$ cat src/rtl/ofifo_multi_mode.sv
// Multi-column output FIFO with row-parallel and column-serial read modes.
// Each column is an independent circular buffer with its own write strobe.
// Mode 0 pops one entry from every column at once. Mode 1 pops one column at a
// time, rotating through the columns with an internal selector.
// Optional feature: define OFIFO_ERR_FLAGS_EN to build the sticky overflow and
// underflow flags. Without it, o_ovf and o_unf are tied low.
module ofifo_multi_mode #(
    parameter int unsigned COL    = 8,
    parameter int unsigned BW     = 4,
    parameter int unsigned DEPTH  = 64,
    parameter int unsigned AF_LVL = DEPTH - 4,
    localparam int unsigned AW    = $clog2(DEPTH),
    localparam int unsigned IW    = (COL > 1) ? $clog2(COL) : 1
) (
    input  logic              clk,
    input  logic              reset,
    input  logic [COL*BW-1:0] in,
    input  logic [COL-1:0]    wr,
    input  logic              rd,
    input  logic              mode,
    output logic [COL*BW-1:0] out,
    output logic [BW-1:0]     out_col,
    output logic [IW-1:0]     out_idx,
    output logic              out_vld,
    output logic              o_full,
    output logic              o_ready,
    output logic              o_valid,
    output logic              o_afull,
    output logic              o_ovf,
    output logic              o_unf
);

    localparam logic [AW:0] FULL_CNT = DEPTH[AW:0];
    localparam logic [AW:0] AF_CNT   = AF_LVL[AW:0];
    localparam logic [IW-1:0] LAST_SEL = IW'(COL - 1);

    // Pointers carry one extra wrap bit so full and empty are distinguishable.
    logic [AW:0]     r_wptr [COL];
    logic [AW:0]     r_rptr [COL];
    logic [BW-1:0]   r_mem  [COL][DEPTH];

    logic [COL*BW-1:0] r_out;
    logic [BW-1:0]     r_out_col;
    logic [IW-1:0]     r_out_idx;
    logic              r_out_vld;
    logic              r_mode;
    logic [IW-1:0]     r_sel;

    logic [AW:0]     w_cnt  [COL];
    logic [BW-1:0]   w_head [COL];
    logic [COL-1:0]  w_full;
    logic [COL-1:0]  w_empty;
    logic [COL-1:0]  w_afull;
    logic [COL-1:0]  w_pop;
    logic [COL-1:0]  w_push;
    logic            w_valid;
    logic            w_rd_ok;
    logic            w_pop_row;
    logic            w_pop_ser;

    // Per-column occupancy, flags and head-of-queue data.
    always_comb begin
        for (int i = 0; i < COL; i++) begin
            w_cnt[i]   = r_wptr[i] - r_rptr[i];
            w_empty[i] = (r_wptr[i] == r_rptr[i]);
            w_full[i]  = (w_cnt[i] == FULL_CNT);
            w_afull[i] = (w_cnt[i] >= AF_CNT);
            w_head[i]  = r_mem[i][r_rptr[i][AW-1:0]];
        end
    end

    // Read qualification and per-column pop/push decisions.
    always_comb begin
        w_valid   = r_mode ? ~w_empty[r_sel] : ~(|w_empty);
        w_rd_ok   = rd & w_valid;
        w_pop_row = w_rd_ok & ~r_mode;
        w_pop_ser = w_rd_ok & r_mode;
        for (int i = 0; i < COL; i++) begin
            w_pop[i]  = w_pop_row | (w_pop_ser & (r_sel == IW'(i)));
            // A full column accepts a write only when it is popped in the same cycle.
            w_push[i] = wr[i] & (~w_full[i] | w_pop[i]);
        end
    end

    // Read/write pointer update; reset discards all stored entries.
    always_ff @(posedge clk) begin
        if (reset) begin
            for (int i = 0; i < COL; i++) begin
                r_wptr[i] <= '0;
                r_rptr[i] <= '0;
            end
        end else begin
            for (int i = 0; i < COL; i++) begin
                if (w_push[i]) r_wptr[i] <= r_wptr[i] + 1'b1;
                if (w_pop[i])  r_rptr[i] <= r_rptr[i] + 1'b1;
            end
        end
    end

    // Storage array write port; contents need no reset since pointers gate reads.
    always_ff @(posedge clk) begin
        for (int i = 0; i < COL; i++) begin
            if (!reset && w_push[i]) r_mem[i][r_wptr[i][AW-1:0]] <= in[i*BW +: BW];
        end
    end

    // Registered mode and serial-column selector; a mode change restarts at column 0.
    always_ff @(posedge clk) begin
        if (reset) begin
            r_mode <= 1'b0;
            r_sel  <= '0;
        end else if (mode != r_mode) begin
            r_mode <= mode;
            r_sel  <= '0;
        end else if (w_pop_ser) begin
            r_sel  <= (r_sel == LAST_SEL) ? '0 : r_sel + 1'b1;
        end
    end

    // Output data registers; they hold their value when nothing is popped.
    always_ff @(posedge clk) begin
        if (reset) begin
            r_out     <= '0;
            r_out_col <= '0;
            r_out_idx <= '0;
            r_out_vld <= 1'b0;
        end else begin
            r_out_vld <= w_rd_ok;
            if (w_pop_row) begin
                for (int i = 0; i < COL; i++) r_out[i*BW +: BW] <= w_head[i];
            end
            if (w_pop_ser) begin
                r_out_col <= w_head[r_sel];
                r_out_idx <= r_sel;
            end
        end
    end

    assign out     = r_out;
    assign out_col = r_out_col;
    assign out_idx = r_out_idx;
    assign out_vld = r_out_vld;
    assign o_valid = w_valid;
    assign o_full  = |w_full;
    assign o_ready = ~(|w_full);
    assign o_afull = |w_afull;

`ifdef OFIFO_ERR_FLAGS_EN
    logic r_ovf;
    logic r_unf;

    // Sticky error flags, cleared only by reset.
    always_ff @(posedge clk) begin
        if (reset) begin
            r_ovf <= 1'b0;
            r_unf <= 1'b0;
        end else begin
            if (|(wr & ~w_push)) r_ovf <= 1'b1;
            if (rd & ~w_valid)   r_unf <= 1'b1;
        end
    end

    assign o_ovf = r_ovf;
    assign o_unf = r_unf;
`else
    assign o_ovf = 1'b0;
    assign o_unf = 1'b0;
`endif

endmodule

$ cat config.mk
export PLATFORM = sky130hd
export DESIGN_NAME = ofifo_multi_mode
export DESIGN_NICKNAME = d
export VERILOG_FILES = /design/src/rtl/ofifo_multi_mode.sv
export SDC_FILE = /design/constraint.sdc
export NUM_CORES = 2
export LEC_CHECK = 0
export ABC_AREA = 1
export CAP_MARGIN = 25
export CORE_ASPECT_RATIO = 1.1
export CORE_MARGIN = 2
export CORE_UTILIZATION = 42
export DETAILED_ROUTE_END_ITERATION = 6
export DONT_BUFFER_PORTS = 1
export PLACE_DENSITY_LB_ADDON = 0.15
export SLEW_MARGIN = 20
export SYNTH_ARGS = -nofsm -noshare
export SYNTH_HDL_FRONTEND = slang
export SYNTH_SLANG_ARGS = --single-unit
export TNS_END_PERCENT = 5
$ cat constraint.sdc
create_clock -name clk -period 5.73 [get_ports clk]
set_input_delay 0.8595 -clock clk [delete_from_list [all_inputs] [get_ports clk]]
set_output_delay 0.8595 -clock clk [all_outputs]
set_load 0.02 [all_outputs]
==> summary.md <==
| Metric | Value |
|---|---|
| Hold Crit Class | in -> reg |
| CP endpoint kind | output pin |
| Clock slew at reported path FFs | 60 ps |
| GR peak layer | met2 |
| Register Area | between 60000 and 70000 um2 |
| Largest net degree at the start of global routing | 101 |
| Tmin final | 5380 ps |
| Synth top area cells | edfxtp_1 (67%), nand2_1 (13%), nand3_1 (5.4%) |
| Layout area overhead | 11.0% |
| Synth cell types | 44 |
| Initial cell density of the core | 42.3% |
| I/O Buffers | 0 |
| Startpoint Class | flip-flop |
| Post-synthesis register bit count | 2204 |
| Post-Layout Cell Count | 12700 |
| Via count | ~67000 |
| Grt met3 use | 3.05% |
| Top-area cell type share of the netlist area | 66.9% |
| CP required | 4870 ps |
| Nets | 9546 |
| Top cell type by total area after synthesis | edfxtp_1 |
| Synth Cell Area | 96900 um2 |
| Worst Path Arrival | 4520 ps |
| DRC | 0 |
| RSZ-0062 raised after global routing | false |
| Pwr Density | 367 nW/um2 |
| CTS max path bufs | 3 |
| Core Area | 229000 um2 |
| # Post-CTS Setup Buffers | 0 |
| Ys async rst share | 0% |
| Global-route wire length before repair | around 400000 um |
| Crit Path Max Fanout | 19 |
| Worst-Margin Slew | roughly 1100 ps |
| Syn. warnings | 0 |
| Leak pwr | about 40 nW |
| DIE HEIGHT | 508 um |
| Worst slack, placed | 671 ps |
| Cell count after synthesis | 9525 |
| Multi-input gate area | around 27000 um2 |
| Commonest non-fill, non-tap cells in the layout | nand2_1 (3239), edfxtp_1 (2160), nor2_1 (1133), nand3_1 (1049), inv_1 (504) |
| CTS tree | built |
| Routed Antenna Nets | 0 |
| Filler cell count | 21100 |
| Antenna violations before repair | 3 |
| Final count of pins violating max slew | 0 |
| Status | finished clean |
| Setup TNS | 0 ps |
| Met1 Use GR | between 20 and 30% |
| Post-synthesis sequential area ratio | 67.8% |
| Sink Count | roughly 2200 |
| DRT iter0 DRCs | approximately 6200 |
| Dominant synthesized flop cell | edfxtp_1 |
| Max-cap violations | 0 |
| GRT Resource Usage Total | a little under a quarter |
| Die footprint | ~230000 um2 |
| Die W | 462 um |
| Final HPWL DP | 165000 um |
| Number of global-route vias before repair | roughly 67000 |
| Final hold violation count | 0 |
| GRT Residual Overflow | 0 |
| Fin crit share | 93.9% |
| Fin util | 47.0% |
| # setup viols final | 0 |
| I/O pin total | 90 |
| CTS Root Cell | clkbuf_16 |
| Post-DR wirelength/cell | 21.1 um |
| Layout cells sized above 1 | around 5.6% |
| Drt total wl | 267000 um |
| H-tree depth | 4 |
| Routing usage on met2 | 38.4% |
| CTS Buf Count | 229 |
| Most common library cell in the layout ignoring fill and taps | nand2_1 |
| Critical setup path kind | reg -> out |
| GPL Wtd Cong | 0.881 |
| Mean post-synth cell area | 10.2 um2 |
| Slew headroom | 25.4% |
| Placed cells | 12300 |
| Final worst slack | 350 ps |
| Clk Latency, worst-skew pair | 880 ps |
| Fmax | 0.186 GHz |
| Min Hold Slack | roughly 80 ps |
| Drt pass-1 iters | 6 |
| FP Rows | approximately 180 |
| Clock Skew | 51.0 ps |
| Vias per Instance | 5.29 |
| Worst vdd ir | 0.363 mV |
| Post-synth EDFFs | 2160 |
## cell usage after synthesis (3+ instances only)
library cell     n
a21o_1           9
a21oi_1        234
a31oi_1          9
and3_1           9
buf_1           76
buf_2          109
clkbuf_1       285
clkinv_1        19
dfxtp_1         44
edfxtp_1      2160
ha_1            70
inv_1          508
inv_2           10
nand2_1       3239
nand3_1       1049
nand3_2          3
nand3b_1         7
nand4_1         49
nor2_1        1135
nor2_2           3
nor3_1         116
nor3b_1          7
o211ai_1        28
o21ai_0        211
o21ai_1          3
o21bai_1         3
or2_2           34
xnor2_1         38
xor2_1          41
## through the flow
step / area [um2] / total power [mW]
finish: 108000 / 39.5
global route: 108000 / 41.1
CTS: 108000 / 39.8
detailed placement: 100000 / 25.4
global placement: 100000 / 25.3
floorplan: 96900 / 23.0
## sequential cells by signal (all words and copies together), names as in the netlist, 3 cells and up
signal   flops
r_sel        3
r_wptr      56
out_col      4
out         32
r_rptr      56
r_mem     2048
out_idx      3
## cell type report
cell class / instances / area share (%)
diodes: 4 / 0.00930
clock buffers: 301 / 5.75
clock inverters: 127 / 1.03
inverters: 537 / 1.88
multi-input cells: 6313 / 25.5
flip-flops and latches: 2204 / 61.1
well taps: 3069 / 3.57
repair buffers: 147 / 1.22
## routing by layer
metal  up-vias  part of all wire (%)  wire length [um]
li1      31900                     -                 -
met1     32800                    42            113000
met2      2016                    49            130000
met3       442                   5.5             14700
met4         2                   3.6              9510
met5         -                 0.083               222
## report_power, final
part           switching, mW  total (mW)  internal [mW]
clock                   6.21        14.4           8.21
combinational           4.97        6.84           1.87
sequential             0.303        18.2           17.9
total                   11.5        39.5           28.0
## cells by family (layout without fill, tap and decap cells)
logic type	Yosys count	in the layout	synth area share, %
and+or+nand+nor	5659	5659	23.8
DFF	2204	2204	67.8
buffers and inverters	1009	1112	4.06
AOI/OAI and AO/OA	503	503	2.73
xor gates and xnor gates	79	79	0.714
adders and majority gates	70	70	0.903
other	1	6	0.00387
## critical path, stage by stage, from the launching register on
cell and delay [ps]:
edfxtp_1 440, inv_2 340, ha_1 350, a21o_1 210, a31o_2 230, nand2_1 60, nand2_1 60, xnor2_1 410
nand4_1 480, o21ai_0 330, buf_4 210, nor2_1 50, nand2b_1 300, buf_12 170
## path summary, 6_finish.rpt
kind,from,end,slack (ps),cells after the start
min,in[27],r_mem[1][595]$_DFFE_PP_,80,0
max reg2reg,r_rptr[0][16]$_SDFFCE_PN0P_,r_mem[1][972]$_DFFE_PP_,710,13
min reg2reg,out[16]$_SDFFE_PP0P_,out[16]$_SDFFE_PP0P_,550,2
max,r_rptr[1][3]$_SDFFCE_PN0P_,o_full,350,13
## what timing repair did
| item | CTS | global route |
|---|---|---|
| hold buffers | 9 | 0 |
| hold endpoints to repair | 39 | 0 |
| resized for setup | 0 | 0 |
| setup endpoints to repair | 0 | 0 |
Power figures use the tool's default switching activity.
